<file path="src/rtl/digital_vfo_if.sv">
// ---------------------------------------------------------------------------
// digital_vfo_if : control/status bundle between the PLL loop logic and the VFO
// Revision 1.0
// ---------------------------------------------------------------------------
`default_nettype none

interface digital_vfo_if #(
  parameter int ACC_W = 16
);
  logic [1:0]       adjust_freq;
  logic             sample_cmd;
  logic             load_en;
  logic [ACC_W-1:0] load_inc;
  logic             clock_out;
  logic             clock_rise;
  logic [ACC_W-1:0] cur_inc;
  logic             at_max;
  logic             at_min;
  logic             locked;

  modport master (
    output adjust_freq, sample_cmd, load_en, load_inc,
    input  clock_out, clock_rise, cur_inc, at_max, at_min, locked
  );

  modport slave (
    input  adjust_freq, sample_cmd, load_en, load_inc,
    output clock_out, clock_rise, cur_inc, at_max, at_min, locked
  );
endinterface

`default_nettype wire

</file>
<file path="src/rtl/digital_vfo.sv">
// ---------------------------------------------------------------------------
// digital_vfo : phase-accumulator NCO with saturating step control and lock flag
// Revision 1.0
// ---------------------------------------------------------------------------
`default_nettype none

module digital_vfo #(
  parameter int ACC_W      = 16,
  parameter int BASE_INC   = 'h2000,
  parameter int DELTA_INC  = 16,
  parameter int MAX_DELTA  = 64,
  parameter int LOCK_COUNT = 8
) (
  input  wire logic   clk,
  input  wire logic   rst_n,
  digital_vfo_if.slave bus
);

  localparam int EXT_W  = ACC_W + 2;
  localparam int HOLD_W = $clog2(LOCK_COUNT + 1);

  typedef logic signed [EXT_W-1:0] ext_t;

  localparam ext_t             C_CEIL_EXT  = ext_t'(BASE_INC + MAX_DELTA);
  localparam ext_t             C_FLOOR_EXT = ext_t'(BASE_INC - MAX_DELTA);
  localparam ext_t             C_STEP      = ext_t'(DELTA_INC);
  localparam ext_t             C_STEP2     = ext_t'(2 * DELTA_INC);
  localparam logic [ACC_W-1:0] C_CEIL      = ACC_W'(BASE_INC + MAX_DELTA);
  localparam logic [ACC_W-1:0] C_FLOOR     = ACC_W'(BASE_INC - MAX_DELTA);
  localparam logic [ACC_W-1:0] C_BASE      = ACC_W'(BASE_INC);
  localparam logic [HOLD_W-1:0] C_LOCK     = HOLD_W'(LOCK_COUNT);
  localparam logic [HOLD_W-1:0] C_ONE      = HOLD_W'(1);

  logic [ACC_W-1:0]  r_acc;
  logic [ACC_W-1:0]  r_inc;
  logic [HOLD_W-1:0] r_hold;
  logic              r_rise;
  logic              r_locked;
  logic              r_at_max;
  logic              r_at_min;

  logic [ACC_W:0]    w_sum;
  ext_t              w_inc_ext;
  ext_t              w_req;
  logic [ACC_W-1:0]  w_inc_next;
  logic [HOLD_W-1:0] w_hold_next;

  // The carry out of the add is the wrap event that drives clock_rise.
  assign w_sum = {1'b0, r_acc} + {1'b0, r_inc};

  always_comb begin
    w_inc_ext   = ext_t'({2'b00, r_inc});
    w_req       = w_inc_ext;
    w_hold_next = r_hold;
    if (bus.load_en) begin
      w_req       = ext_t'({2'b00, bus.load_inc});
      w_hold_next = '0;
    end else if (bus.sample_cmd) begin
      case (bus.adjust_freq)
        2'b00:   w_req = w_inc_ext - C_STEP;
        2'b10:   w_req = w_inc_ext + C_STEP;
        2'b11:   w_req = w_inc_ext + C_STEP2;
        default: w_req = w_inc_ext;
      endcase
      if (bus.adjust_freq == 2'b01) begin
        w_hold_next = (r_hold == C_LOCK) ? r_hold : r_hold + C_ONE;
      end else begin
        w_hold_next = '0;
      end
    end
  end

  // Requests are formed two bits wider than the register so that neither
  // overshoot nor undershoot can wrap before being clamped.
  always_comb begin
    w_inc_next = w_req[ACC_W-1:0];
    if (w_req > C_CEIL_EXT) begin
      w_inc_next = C_CEIL;
    end else if (w_req < C_FLOOR_EXT) begin
      w_inc_next = C_FLOOR;
    end
  end

  always_ff @(posedge clk or negedge rst_n) begin
    if (!rst_n) begin
      r_acc    <= '0;
      r_rise   <= 1'b0;
      r_inc    <= C_BASE;
      r_hold   <= '0;
      r_locked <= 1'b0;
      r_at_max <= 1'b0;
      r_at_min <= 1'b0;
    end else begin
      r_acc    <= w_sum[ACC_W-1:0];
      r_rise   <= w_sum[ACC_W];
      r_inc    <= w_inc_next;
      r_hold   <= w_hold_next;
      r_locked <= (w_hold_next == C_LOCK);
      r_at_max <= (w_inc_next == C_CEIL);
      r_at_min <= (w_inc_next == C_FLOOR);
    end
  end

  assign bus.clock_out  = r_acc[ACC_W-1];
  assign bus.clock_rise = r_rise;
  assign bus.cur_inc    = r_inc;
  assign bus.at_max     = r_at_max;
  assign bus.at_min     = r_at_min;
  assign bus.locked     = r_locked;

endmodule

`default_nettype wire
</file>
<file path="src/flat_wrapper.sv">
// flat-port wrapper written by rule: the top's interface ports become plain ports
module digital_vfo_flat 
#(
  parameter int ACC_W      = 16,
  parameter int BASE_INC   = 'h2000,
  parameter int DELTA_INC  = 16,
  parameter int MAX_DELTA  = 64,
  parameter int LOCK_COUNT = 8
)
  (clk, rst_n, bus_adjust_freq, bus_sample_cmd, bus_load_en, bus_load_inc, bus_clock_out, bus_clock_rise, bus_cur_inc, bus_at_max, bus_at_min, bus_locked);
  digital_vfo_if #(.ACC_W(ACC_W)) bus_i ();
  input  wire logic clk;
  input  wire logic rst_n;
  input wire logic [$bits(bus_i.adjust_freq)-1:0] bus_adjust_freq;
  input wire logic [$bits(bus_i.sample_cmd)-1:0] bus_sample_cmd;
  input wire logic [$bits(bus_i.load_en)-1:0] bus_load_en;
  input wire logic [$bits(bus_i.load_inc)-1:0] bus_load_inc;
  output wire logic [$bits(bus_i.clock_out)-1:0] bus_clock_out;
  output wire logic [$bits(bus_i.clock_rise)-1:0] bus_clock_rise;
  output wire logic [$bits(bus_i.cur_inc)-1:0] bus_cur_inc;
  output wire logic [$bits(bus_i.at_max)-1:0] bus_at_max;
  output wire logic [$bits(bus_i.at_min)-1:0] bus_at_min;
  output wire logic [$bits(bus_i.locked)-1:0] bus_locked;
  assign bus_i.adjust_freq = bus_adjust_freq;
  assign bus_i.sample_cmd = bus_sample_cmd;
  assign bus_i.load_en = bus_load_en;
  assign bus_i.load_inc = bus_load_inc;
  assign bus_clock_out = bus_i.clock_out;
  assign bus_clock_rise = bus_i.clock_rise;
  assign bus_cur_inc = bus_i.cur_inc;
  assign bus_at_max = bus_i.at_max;
  assign bus_at_min = bus_i.at_min;
  assign bus_locked = bus_i.locked;
  digital_vfo #(.ACC_W(ACC_W), .BASE_INC(BASE_INC), .DELTA_INC(DELTA_INC), .MAX_DELTA(MAX_DELTA), .LOCK_COUNT(LOCK_COUNT)) u_core (.clk(clk), .rst_n(rst_n), .bus(bus_i));
endmodule
</file>
<file path="config.mk">
export PLATFORM = sky130hd
export DESIGN_NAME = digital_vfo_flat
export DESIGN_NICKNAME = d
export VERILOG_FILES = /design/src/rtl/digital_vfo_if.sv /design/src/rtl/digital_vfo.sv /design/src/flat_wrapper.sv
export SDC_FILE = /design/constraint.sdc
export NUM_CORES = 1
export LEC_CHECK = 0
export BUFFER_PORTS_ARGS = -buffer_cell sky130_fd_sc_hd__buf_2
export CAP_MARGIN = 20
export CORE_UTILIZATION = 55
export DETAILED_ROUTE_END_ITERATION = 8
export PLACE_DENSITY = 0.77
export SYNTH_ARGS = -nofsm -noshare
export SYNTH_HDL_FRONTEND = slang
export SYNTH_SLANG_ARGS = --single-unit
</file>
<file path="constraint.sdc">
create_clock -name clk -period 3.6 [get_ports clk]
set_clock_uncertainty 0.2 [all_clocks]
set_input_delay 0 -clock clk [delete_from_list [all_inputs] [get_ports clk]]
set_output_delay 0 -clock clk [all_outputs]
set_load 0.1 [all_outputs]
</file>
==> impl_metrics.json, run 1 <==
{
  "hpwlAfterDp_mm": 5.28,
  "first_iter_violations": 285,
  "cts_tree": "built",
  "r2r_cells": 10,
  "design.die.area_sq_um": 5840,
  "placed_area_sq_um": 3270,
  "core_sq_um": 5200,
  "antenna_found_initial": 0,
  "fin_crit_ps": 3190,
  "synth_edf_count": 0,
  "grt_first_pass_wirelength_mm": 12.6,
  "final_nets": 420,
  "grt_pass1_vias": 2626,
  "clk_path_buf_depth": 2,
  "whs_ps": 38.7,
  "io_buffers": 42,
  "synth_cell_types": 66,
  "root_buffer": "clkbuf_8",
  "postRouteWirelength_mm": 7.41,
  "fin_crit_sh_pct": 88.6,
  "min_path_cells": 2,
  "pin_count": 43,
  "wire_per_inst_um": 16.7,
  "fin_area_sq_um": 3480,
  "vias": 2716,
  "grt_overflow": 0,
  "async_flop_share_pct": 100,
  "chipWidth_um": 76.4,
  "drive_gt1_share_pct": 17.9,
  "worstPathRequired_ps": 3580,
  "p_leak_nw": 1.57,
  "hold_violations": 0,
  "grt_max_degree": 41,
  "clk_pin_slew_worst_paths_ps": 90,
  "rrSetupSlack_ps": 410,
  "syn2layout_area_growth_pct": 14.3,
  "syn-cell-area_sq_um": 3050,
  "cts.htree.levels": 2,
  "worst_slack_ps": 411,
  "worstSetupPathType": "flop to flop",
  "timing.rr.start": "u_core.bus.cur_inc[5]",
  "reg2reg_to": "u_core.bus.cur_inc[6]",
  "n_antenna_cell": 0,
  "die_h_um": 76.4,
  "drtPass1Iterations": 5,
  "vias_per_cell": 6.10,
  "synth_flop_cell": "dfrtp_1",
  "cts_sinks": 40,
  "rsz0062_at_grt": "false",
  "worstSkewPairLatency_ps": 300,
  "whs_endpoint": "u_core.r_hold[2]",
  "drc": 0,
  "post-route-util_pct": 66.9,
  "power.density_nw_per_um2": 494,
  "slew_headroom_pct": 39.9,
  "min_from": "bus_load_en",
  "initial_core_util_pct": 58.5,
  "ys_seq_elements": 40,
  "synth-seq-area-share_pct": 32.9,
  "maxSlewViolCount": 0,
  "syn_inst": 324,
  "fmax_mhz": 314,
  "grt_use_total_pct": 27.2,
  "fin_tns_setup_ps": 0,
  "place_congestion": 0.996,
  "hp-class": "primary input to flop",
  "synth_warnings": 0,
  "cp-start-kind": "flop",
  "tritoncts.num_buffers": 5,
  "crit_path_end_kind": "flop",
  "critPathMaxFanout": 9,
  "tightest_slew_ps": 901,
  "rows": 26,
  "outcome": "finished, final reports clean",
  "arrival_ps": 3170,
  "setup_violations": 0,
  "dp_slack_ps": 480,
  "syn_area_per_cell_sq_um": 9.40,
  "cap_violations": 0,
  "ir_drop_uv": 378,
  "ant_nets": 0
}
kinds of logic (layout without fill, tap and decap cells):
| group | after synthesis | count (layout) | share of synthesized area [%] |
|---|---|---|---|
| buf+inv | 31 | 81 | 5.13 |
| simple gates | 107 | 107 | 19.9 |
| flops | 40 | 40 | 32.9 |
| mux | 11 | 11 | 4.02 |
| fa+ha+maj | 24 | 24 | 10.1 |
| compound gates | 90 | 90 | 22.1 |
| xor+xnor | 20 | 20 | 5.75 |
| other cells | 1 | 2 | 0.123 |
worst max-delay path, cell delays in order, from the launching register on:
cell,delay [ps]
dfrtp_1,480
inv_1,150
ha_1,190
or3b_2,510
nor3_1,160
a31o_2,180
o211ai_1,100
a211oi_2,310
nor2b_4,340
a32oi_4,190
or2_1,250
layout make-up:
type                            instances  area, sq um
Multi-Input combinational cell        254         1890
Inverter                               20         75.1
Clock buffer                            6         72.6
Sequential cell                        40         1000
Fill cell                             429         1720
Tap cell                               70         87.6
Clock inverter                          2         35.0
Timing Repair Buffer                   53          318
flip-flops by register name (all words and copies together), names as in the netlist:
| name | cells |
|---|---|
| u_core.bus.at_max | 1 |
| u_core.bus.at_min | 1 |
| u_core.bus.cur_inc | 16 |
| u_core.bus.locked | 1 |
| u_core.r_hold | 4 |
| u_core.r_acc | 16 |
| u_core.bus.clock_rise | 1 |
metal layers:
metal	vias up	part of all wire, %	GRT usage [%]
li1	1303	-	-
met1	1289	45	36.4
met2	105	48	44.7
met3	19	5.8	4.91
met4	0	1.6	8.46
met5	-	0	0
cell usage in the layout (no fill, tap or decap), drive strengths merged, types with 4 or more instances in the layout:
cell type / n
a211oi: 7
a21o: 9
a21oi: 22
buf: 43
clkbuf: 6
dfrtp: 39
dlygate4sd3: 10
ha: 23
inv: 20
mux2i: 11
nand2: 16
nand3: 10
nand4: 5
nor2: 25
nor3: 18
nor4: 7
o211ai: 6
o21a: 4
o21ai: 9
o21bai: 4
xnor2: 17
stage by stage:
stage / power [mW] / std cells
4_1_cts: 1.73 / 445
3_3_place_gp: 1.32 / 427
3_5_place_dp: 1.34 / 427
2_1_floorplan: 1.20 / 325
5_1_grt: 1.83 / 445
6_report: 1.72 / 445
cells in the mapped netlist (5+ instances only):
| cell | count | area share [%] |
|---|---|---|
| ha_1 | 23 | 9.4 |
| o211ai_1 | 6 | 1.5 |
| inv_1 | 20 | 2.5 |
| nor4_1 | 5 | 1.0 |
| buf_2 | 5 | 0.82 |
| o21ai_0 | 8 | 1.3 |
| nand3_1 | 10 | 1.6 |
| nor2_1 | 25 | 3.1 |
| a21o_1 | 9 | 2.2 |
| mux2i_1 | 10 | 3.3 |
| nand2_1 | 16 | 2.0 |
| nand4_1 | 5 | 1.0 |
| nor3_1 | 17 | 2.8 |
| a211oi_1 | 5 | 1.2 |
| dfrtp_1 | 39 | 32 |
| a21oi_1 | 21 | 3.4 |
| xnor2_1 | 17 | 4.9 |
how the worst max path moves through the flow:
stage / depth (start not counted) / slack, ps / from / end
after floorplan: 12 / 120 / u_core.bus.cur_inc[6] / u_core.bus.at_min
after global placement: 10 / 540 / u_core.bus.cur_inc[5] / u_core.bus.cur_inc[6]
after detailed placement: 10 / 480 / u_core.bus.cur_inc[5] / u_core.bus.cur_inc[6]
after CTS: 10 / 440 / u_core.bus.cur_inc[5] / u_core.bus.cur_inc[6]
after global routing: 10 / 260 / u_core.bus.cur_inc[5] / u_core.bus.cur_inc[6]
final: 10 / 410 / u_core.bus.cur_inc[5] / u_core.bus.cur_inc[6]
where the power goes:
group / internal [mW] / switching [mW] / leakage [nW]
Sequential: 0.548 / 0.0510 / 0.506
Combinational: 0.272 / 0.480 / 1.01
Clock: 0.206 / 0.163 / 0.0552
Total: 1.03 / 0.694 / 1.57
repair_timing:
item	in CTS	in global routing
endpoints found under the hold margin	53	0
setup buffers	0	0
hold buffers	10	0
resized for setup	0	0
No activity file was read; power rests on OpenSTA's default activity.
==> run 2, diff against run 1 <==
==> constraint.sdc (replaced) <==
create_clock -name clk -period 3.6 [get_ports clk]
set_clock_uncertainty 0.2 [all_clocks]
set_input_delay 0.36 -clock clk [delete_from_list [all_inputs] [get_ports clk]]
set_output_delay 0.36 -clock clk [all_outputs]
set_load 0.1 [all_outputs]
==> run 2 against run 1 <==
The run now ends with hold timing left. Highest routed layer unchanged. Routed wire length fell by 4.1%. Hold slack lost 50 ps. Critical path type unchanged. First-iteration DRC count fell by 7.4%. Register-to-register slack better by 20 ps.
==> impl_metrics.json, run 2 (synthesized netlist as in run 1, its figures left out) <==
{
  "outcome": "finished with violations",
  "violations": "hold timing",
  "crit_chain": "inv_1, ha_1, or3b_2, nor3_1, a31o_2, o211ai_1, a211oi_2, nor2b_4, a32oi_4, or2_1",
  "path_buf_inv": 1,
  "ff_latch_area_sq_um": 1000,
  "worstPathRequired_ps": 3580,
  "crit_path_end_kind": "flop",
  "fin_crit_sh_pct": 87.9,
  "place_inst": 428,
  "pin_count": 43,
  "vias": 2619,
  "placed_area_sq_um": 3280,
  "cap_violations": 0,
  "core_sq_um": 5200,
  "fmax_mhz": 316,
  "slew_headroom_pct": 40.8,
  "place_congestion": 0.910,
  "rows": 26,
  "initial_core_util_pct": 58.5,
  "design.die.area_sq_um": 5840,
  "cts_sinks": 40,
  "syn2layout_area_growth_pct": 10.8,
  "tritoncts.num_buffers": 5,
  "arrival_ps": 3150,
  "antenna_found_initial": 0,
  "worstSetupPathType": "flop to flop",
  "rrSetupSlack_ps": 430,
  "p_leak_nw": 1.53,
  "postRouteWirelength_mm": 7.11,
  "cts_setup_buffers": 0,
  "grt_first_pass_wirelength_mm": 12.3,
  "fin_cells": 436,
  "die_h_um": 76.4,
  "p_switching_mw": 0.668,
  "multiInputGateArea_sq_um": 1890,
  "wire_per_inst_um": 16.3,
  "first_iter_violations": 264,
  "hp-class": "primary input to asynchronous set/reset pin",
  "slowest_delay_ps": 510,
  "timing.rr.start": "u_core.bus.cur_inc[5]",
  "reg2reg_to": "u_core.bus.cur_inc[6]",
  "hpwlAfterDp_mm": 5.23,
  "crit_path_top_delay_cell": "or3b_2",
  "cts_hold_buf": 0,
  "clk_pin_slew_worst_paths_ps": 80,
  "root_buffer": "clkbuf_8",
  "whs_ps": -11.8,
  "power.share.clock_pct": 18.8,
  "swShare_pct": 40.9,
  "fin_crit_ps": 3170,
  "critPathMaxFanout": 9,
  "grt.busiest_layer": "met2",
  "ir_drop_uv": 396,
  "drtPass1Iterations": 4,
  "grtUsageMet3_pct": 4.43,
  "combinationalPowerShare_pct": 44.7,
  "ant_nets": 0,
  "final_common_cell": "buf_2",
  "startpoint": "u_core.bus.cur_inc[5]",
  "hold_violations": 21,
  "chipWidth_um": 76.4,
  "crit_path_end": "u_core.bus.cur_inc[6]",
  "grt_use_total_pct": 26.7,
  "tightest_slew_ps": 888,
  "ctsResizeCount": 0,
  "grt_max_degree": 41,
  "drc": 0,
  "fin_tns_setup_ps": 0,
  "cp-start-kind": "flop",
  "grt_overflow": 0,
  "clk_path_buf_depth": 2,
  "fin_area_sq_um": 3370,
  "vias_per_cell": 6.01,
  "setup_violations": 0,
  "path_depth": 10,
  "final_nets": 411,
  "path_delay_family": "simple AND/OR/NAND/NOR gates",
  "power.density_nw_per_um2": 484,
  "cts.htree.levels": 2,
  "fillers": 450,
  "maxSlewViolCount": 0,
  "rsz0062_at_grt": "false",
  "drive_gt1_share_pct": 18.9,
  "use_met2_pct": 44.7,
  "p_int_mw": 0.966,
  "cts_tree": "built",
  "worstSkewPairLatency_ps": 290,
  "grt_pass1_vias": 2641,
  "io_buffers": 42,
  "r2r_cells": 10,
  "grt_use_met1_pct": 34.7,
  "p_seq_share_pct": 36.5,
  "n_antenna_cell": 0,
  "final_cell_mix": "42 x buf_2, 39 x dfrtp_1, 25 x nor2_1"
}
run 2: changes by cell type in the layout (fill, tap and decap cells not counted), sizes merged:
cell         delta
dlygate4sd3    -10
buf             +1
bufinv          -1
clkinv          +1
run 2: cell type report:
| type | count | share of cell area, % |
|---|---|---|
| clock buffer | 6 | 2.45 |
| multi-input combinational | 254 | 56.1 |
| timing repair buffer | 44 | 6.67 |
| tap | 70 | 2.60 |
| clock inverter | 2 | 0.297 |
| inverter | 20 | 2.22 |
| sequential | 40 | 29.7 |
run 2: worst reg2reg max path: cells and delay by family, from the launching register on:
| family | cells | cell delay, ps |
|---|---|---|
| compound gates | 4 | 770 |
| buf+inv | 1 | 160 |
| flops | 1 | 490 |
| fa+ha+maj | 1 | 210 |
| simple gates | 4 | 1230 |
run 2: power by group through the flow:
stage | clock (mW) | sequential (mW) | combinational, mW
floorplan | 0 | 0.741 | 0.458
global placement | 0 | 0.603 | 0.711
detailed placement | 0 | 0.606 | 0.723
CTS | 0.318 | 0.597 | 0.729
global route | 0.334 | 0.605 | 0.807
finish | 0.307 | 0.596 | 0.731
run 2: stage by stage:
| stage | setup slack [ps] | utilization [%] | total power, mW |
|---|---|---|---|
| final | 435 | 64.8 | 1.63 |
| after detailed placement | 449 | 63.1 | 1.33 |
| after global placement | 485 | 63.1 | 1.31 |
| after global routing | 179 | 64.8 | 1.75 |
| after floorplan | 115 | - | 1.20 |
| after CTS | 433 | 64.8 | 1.64 |
run 2: worst min-delay path by stage:
| stage | start | to | slack, ps | cells after the start |
|---|---|---|---|---|
| finish | rst_n | u_core.bus.cur_inc[3] | -10 | 1 |
| global route | rst_n | u_core.r_acc[1] | 60 | 1 |
| CTS | rst_n | u_core.r_acc[1] | 20 | 1 |
| detailed placement | u_core.r_acc[0] | u_core.r_acc[0] | 270 | 1 |
| global placement | u_core.r_acc[0] | u_core.r_acc[0] | 250 | 1 |
| floorplan | rst_n | u_core.bus.at_max | -140 | 0 |
run 2: per-layer routing:
| metal | up-vias | part of all wire (%) |
|---|---|---|
| met5 | - | 0 |
| met1 | 1239 | 44 |
| met2 | 80 | 49 |
| met4 | 0 | 1.4 |
| met3 | 13 | 5.6 |
| li1 | 1287 | - |
